<file path="config.mk">
export PLATFORM = sky130hd
export DESIGN_NAME = seq_divider
export DESIGN_NICKNAME = d
export VERILOG_FILES = /design/src/rtl/seq_divider.sv
export SDC_FILE = /design/constraint.sdc
export NUM_CORES = 1
export LEC_CHECK = 0
export CORE_AREA = 2 2 165 134
export DETAILED_ROUTE_END_ITERATION = 8
export DIE_AREA = 0 0 167 136
export PLACE_DENSITY_LB_ADDON = 0.12
export SYNTH_ARGS = -nofsm -noshare
export SYNTH_HDL_FRONTEND = slang
export SYNTH_SLANG_ARGS = --single-unit
</file>
<file path="constraint.sdc">
create_clock -name clk -period 4.55 [get_ports clk]
set_clock_uncertainty 0.05 [all_clocks]
set_input_delay 0.91 -clock clk [delete_from_list [all_inputs] [get_ports clk]]
set_output_delay 0.91 -clock clk [all_outputs]
set_load 0.02 [all_outputs]
</file>
<file path="src/rtl/seq_divider.sv">
// Multi-cycle non-restoring integer divider with a start/done handshake.
// Define SEQ_DIVIDER_SIGNED_EN for two's-complement operands (truncating division).
module seq_divider #(
    parameter int WIDTH = 32
) (
    input  logic             clk,
    input  logic             rst,
    input  logic             start,
    input  logic [WIDTH-1:0] dividend,
    input  logic [WIDTH-1:0] divisor,
    output logic             busy,
    output logic             done,
    output logic [WIDTH-1:0] quotient,
    output logic [WIDTH-1:0] remainder,
    output logic             div_by_zero
);

    localparam int CNT_W = (WIDTH > 2) ? $clog2(WIDTH) : 1;

    typedef enum logic [1:0] {
        IDLE,
        RUN,
        FIX,
        DONE
    } state_t;

    state_t           state_reg, state_next;
    logic [WIDTH:0]   p_reg, p_next;
    logic [WIDTH-1:0] q_reg, q_next;
    logic [WIDTH-1:0] d_reg, d_next;
    logic [CNT_W-1:0] cnt_reg, cnt_next;
    logic             dbz_reg, dbz_next;
    logic [WIDTH-1:0] quotient_reg, quotient_next;
    logic [WIDTH-1:0] remainder_reg, remainder_next;
    logic             done_reg, done_next;
    logic             div_by_zero_reg, div_by_zero_next;

    logic [WIDTH:0]   d_ext;
    logic [WIDTH:0]   p_shift;
    logic [WIDTH:0]   p_iter;
    logic [WIDTH-1:0] dividend_mag;
    logic [WIDTH-1:0] divisor_mag;
    logic [WIDTH-1:0] q_final;
    logic [WIDTH-1:0] r_final;

    assign d_ext   = {1'b0, d_reg};
    assign p_shift = {p_reg[WIDTH-1:0], q_reg[WIDTH-1]};
    // The sign of the partial remainder picks subtract (non-negative) or add back.
    assign p_iter  = p_reg[WIDTH] ? (p_shift + d_ext) : (p_shift - d_ext);

`ifdef SEQ_DIVIDER_SIGNED_EN
    logic neg_q_reg, neg_q_next;
    logic neg_r_reg, neg_r_next;

    // Magnitudes are unsigned, so the most-negative value maps to 2**(WIDTH-1).
    assign dividend_mag = dividend[WIDTH-1] ? (~dividend + 1'b1) : dividend;
    assign divisor_mag  = divisor[WIDTH-1]  ? (~divisor + 1'b1)  : divisor;
    assign q_final      = neg_q_reg ? (~q_reg + 1'b1) : q_reg;
    assign r_final      = neg_r_reg ? (~p_reg[WIDTH-1:0] + 1'b1) : p_reg[WIDTH-1:0];

    always_ff @(posedge clk) begin
        if (rst) begin
            neg_q_reg <= 1'b0;
            neg_r_reg <= 1'b0;
        end else begin
            neg_q_reg <= neg_q_next;
            neg_r_reg <= neg_r_next;
        end
    end

    always_comb begin
        neg_q_next = neg_q_reg;
        neg_r_next = neg_r_reg;
        if (state_reg == IDLE && start && !done_reg) begin
            neg_q_next = dividend[WIDTH-1] ^ divisor[WIDTH-1];
            neg_r_next = dividend[WIDTH-1];
        end
    end
`else
    assign dividend_mag = dividend;
    assign divisor_mag  = divisor;
    assign q_final      = q_reg;
    assign r_final      = p_reg[WIDTH-1:0];
`endif

    always_ff @(posedge clk) begin
        if (rst) begin
            state_reg       <= IDLE;
            p_reg           <= '0;
            q_reg           <= '0;
            d_reg           <= '0;
            cnt_reg         <= '0;
            dbz_reg         <= 1'b0;
            quotient_reg    <= '0;
            remainder_reg   <= '0;
            done_reg        <= 1'b0;
            div_by_zero_reg <= 1'b0;
        end else begin
            state_reg       <= state_next;
            p_reg           <= p_next;
            q_reg           <= q_next;
            d_reg           <= d_next;
            cnt_reg         <= cnt_next;
            dbz_reg         <= dbz_next;
            quotient_reg    <= quotient_next;
            remainder_reg   <= remainder_next;
            done_reg        <= done_next;
            div_by_zero_reg <= div_by_zero_next;
        end
    end

    always_comb begin
        state_next       = state_reg;
        p_next           = p_reg;
        q_next           = q_reg;
        d_next           = d_reg;
        cnt_next         = cnt_reg;
        dbz_next         = dbz_reg;
        quotient_next    = quotient_reg;
        remainder_next   = remainder_reg;
        done_next        = 1'b0;
        div_by_zero_next = div_by_zero_reg;

        case (state_reg)
            IDLE: begin
                // A start coinciding with the done pulse is dropped.
                if (start && !done_reg) begin
                    p_next   = '0;
                    cnt_next = CNT_W'(WIDTH - 1);
                    d_next   = divisor_mag;
                    if (divisor == '0) begin
                        dbz_next   = 1'b1;
                        q_next     = dividend;
                        state_next = DONE;
                    end else begin
                        dbz_next   = 1'b0;
                        q_next     = dividend_mag;
                        state_next = RUN;
                    end
                end
            end
            RUN: begin
                p_next = p_iter;
                q_next = {q_reg[WIDTH-2:0], ~p_iter[WIDTH]};
                if (cnt_reg == '0) begin
                    state_next = FIX;
                end else begin
                    cnt_next = cnt_reg - 1'b1;
                end
            end
            FIX: begin
                if (p_reg[WIDTH]) begin
                    p_next = p_reg + d_ext;
                end
                state_next = DONE;
            end
            DONE: begin
                done_next        = 1'b1;
                div_by_zero_next = dbz_reg;
                if (dbz_reg) begin
                    quotient_next  = '1;
                    remainder_next = q_reg;
                end else begin
                    quotient_next  = q_final;
                    remainder_next = r_final;
                end
                state_next = IDLE;
            end
            default: state_next = IDLE;
        endcase
    end

    assign busy        = (state_reg != IDLE);
    assign done        = done_reg;
    assign quotient    = quotient_reg;
    assign remainder   = remainder_reg;
    assign div_by_zero = div_by_zero_reg;

endmodule

</file>
==> flow_summary.toml, run 1 <==
[die]
die_y_um = 136
die_w_um = 167
io_pins = 134
fp.dieArea_um2 = 22710
start_util = 0.5185
core_um2 = 21200
std_cell_rows = 48

[synth]
synth_seq_cells = 171
syn_area_um2 = 10990
ys_types = 75
synth_area_leaders = "dfxtp_1 31%, ha_1 8.2%, mux2i_1 6.6%"
syn_inst = 1380
synth_common_cells = "182 x nor2_1, 171 x dfxtp_1, 143 x nand2_1, 125 x a21oi_1, 80 x a211oi_1"
synthArstFlopShare = 0
avgSynthCellArea_um2 = 7.966
synth_edf_count = 0
yosysTopAreaCell = "dfxtp_1"
yosysSeqAreaShare = 0.3114
yosys.area.top_type_share = 0.3114
synth.most_common_cell = "nor2_1"
synth_nets = 1521
ys.flop_type = "dfxtp_1"
yosysWarnings = 0

[finish]
final_area_um2 = 13120
antennaDiodeCount = 0
final_cells = 1757
largest_reg_flops = 33
fin_nets = 1611
fin_util = 0.6190
syn_to_final_growth_pct = 19.38
drive_gt1_frac = 0.05870

[sta]
worst_slew_pin_slew_ps = 1298
final-max-slew-violation-count = 0
final_hold_viol_count = 0
fmax_ghz = 0.2364
rsz0062_at_grt = "no"
finalCriticalPeriod_ps = 4231
setup_viol = 0
post-route-period-util = 0.9299
finalSetupTns_ps = 0
maxSlewHeadroom = 0.1336

[setup_path]
r2r-end = "p_reg[32]"
endpoint_kind = "flop"
required_ps = 4790
r2r_setup_slack_ps = 320
cp.arrival_ps = 4470
ff2ff_path_depth = 17
rr_startpoint = "d_reg[4]"
crit_type = "flop to flop"
cp-start-kind = "flop"
crit_path_max_fanout = 7
worstSetupEndpoint = "p_reg[32]"
critPathLaunch = "d_reg[4]"

[global_routing]
grt_pass1_vias = 9971
grt_use_total = 0.2956
grt_max_degree = 103
grt_overflow_total = 0
antenna_found_initial = 0
grt_pass1_wl_um = 53940

[pwr]
power_density_nw_per_um2 = 628.0
leakage_nw = 5.106
ir_worst_vdd_mv = 0.3527
finalPower_mw = 8.242

[clock_tree]
cts.clk_slew.worst_paths_ps = 80
h-tree-depth = 4
clk_path_buf_depth = 2
post_cts_buffers = 0
cts_tree = "yes"
clockRootBuffer = "clkbuf_16"
clock_latency_ps = 430
cts_buffers = 17
hold_buffers = 0
cts-resized-gates = 0
clock-sinks = 171

[placement]
place_area_um2 = 12520
dp.cells = 1726
gp_congestion = 0.9512
io_buffer_count = 133
dp_hpwl_um = 24750

[route]
via_per_inst = 6.084
route.detailed.drc = 0
first_iter_violations = 1004
ant_nets = 0
wire_per_inst_um = 19.35
drt-total-wl_um = 34010
num_vias = 10690
dr.pass1.iters = 5

[job]
drv_cap = 0

[hold_path]
hold_class = "flop to flop"

[outcome]
status = "finished, final reports clean"
-- cells by family after synthesis --
| group | after synthesis | synth area share |
|---|---|---|
| simple gates | 467 | 0.1930 |
| compound gates | 401 | 0.2392 |
| flops | 171 | 0.3114 |
| buf+inv | 113 | 0.03915 |
| xor+xnor | 79 | 0.06294 |
| mux | 75 | 0.06863 |
| fa+ha+maj | 74 | 0.08559 |
-- placed cells by master (no fill, tap or decap), types with 5 or more instances in the layout --
master             n
or4_1              5
xor2_1            47
nor3_1            25
nand4_1           14
a211oi_1          80
dfxtp_1          170
o221ai_1           6
clkbuf_16         17
nand2b_1           6
nor2_1           180
o21bai_1          10
and3_1            11
a31oi_1           17
o21ai_1            7
nand2_1          143
o21ai_0           33
a21o_1            21
o31ai_1            6
a21oi_1          125
ha_1              69
o22ai_1           26
mux2i_1           72
o211ai_1          12
inv_8              6
inv_1             33
buf_4             19
nand3_1           20
a22oi_1           17
xnor2_1           32
nor2b_1           10
nor4_1            13
clkdlybuf4s50_1  132
-- cell type report --
class | count | area (um^2)
clock buffer | 17 | 425.4
clock inverter | 14 | 151.4
fill | 1956 | 8077
inverter | 33 | 123.9
multi-input combinational | 1096 | 7191
sequential | 171 | 3425
tap | 275 | 344.1
timing repair buffer | 151 | 1464
-- per-layer routing --
metal  GRT usage  up-vias  share of wire
met3     0.05036       62          0.058
met5           0        -              0
met2      0.4609      326           0.44
met4     0.09483        0          0.025
met1      0.4168     5090           0.48
li1            -     5211              -
-- worst max-delay path, stage by stage (launching register included) --
cell and delay [ps]:
dfxtp_1 400, nor4_4 330, nand3b_1 180, or2_2 320, nor2_1 100, buf_4 160
a21oi_1 80, xor2_1 160, ha_1 380, a21oi_2 210, o21ai_1 130, a31oi_1 190
o21bai_1 80, a221oi_1 470, nand2_1 220, a211o_1 320, o2111ai_1 200, o211ai_1 110
-- how the worst min path moves through the flow --
stage,slack (ps),cells past startpoint,start,to
2_1_floorplan,410,1,cnt_reg[0],cnt_reg[0]
3_3_place_gp,420,2,remainder[20],remainder[20]
3_5_place_dp,430,2,remainder[8],remainder[8]
4_1_cts,440,2,remainder[8],remainder[8]
5_1_grt,460,2,remainder[20],remainder[20]
6_report,430,2,remainder[8],remainder[8]
-- per-stage QoR --
step           hold WS, ps  setup slack [ps]
2_1_floorplan        411.0             636.7
3_3_place_gp         421.5             420.2
3_5_place_dp         425.9             307.3
4_1_cts              435.5             261.5
5_1_grt              458.0             21.33
6_report             433.2             319.1
-- report_power, final --
| group | switching [mW] | internal [mW] |
|---|---|---|
| clock | 0.735 | 0.734 |
| combinational | 2.70 | 1.81 |
| sequential | 0.418 | 1.85 |
| total | 3.85 | 4.39 |
Power figures use the tool's default switching activity.
==> run 2: changes to the inputs <==
--- a/config.mk
+++ b/config.mk
@@ -8,6 +8,7 @@
 export CORE_AREA = 2 2 165 134
 export DETAILED_ROUTE_END_ITERATION = 8
 export DIE_AREA = 0 0 167 136
+export HOLD_SLACK_MARGIN = 0.08
 export PLACE_DENSITY_LB_ADDON = 0.12
 export SYNTH_ARGS = -nofsm -noshare
 export SYNTH_HDL_FRONTEND = slang
==> results of run 2 <==
Same layout as run 1: the final DEF is identical, and so are final timing and power.
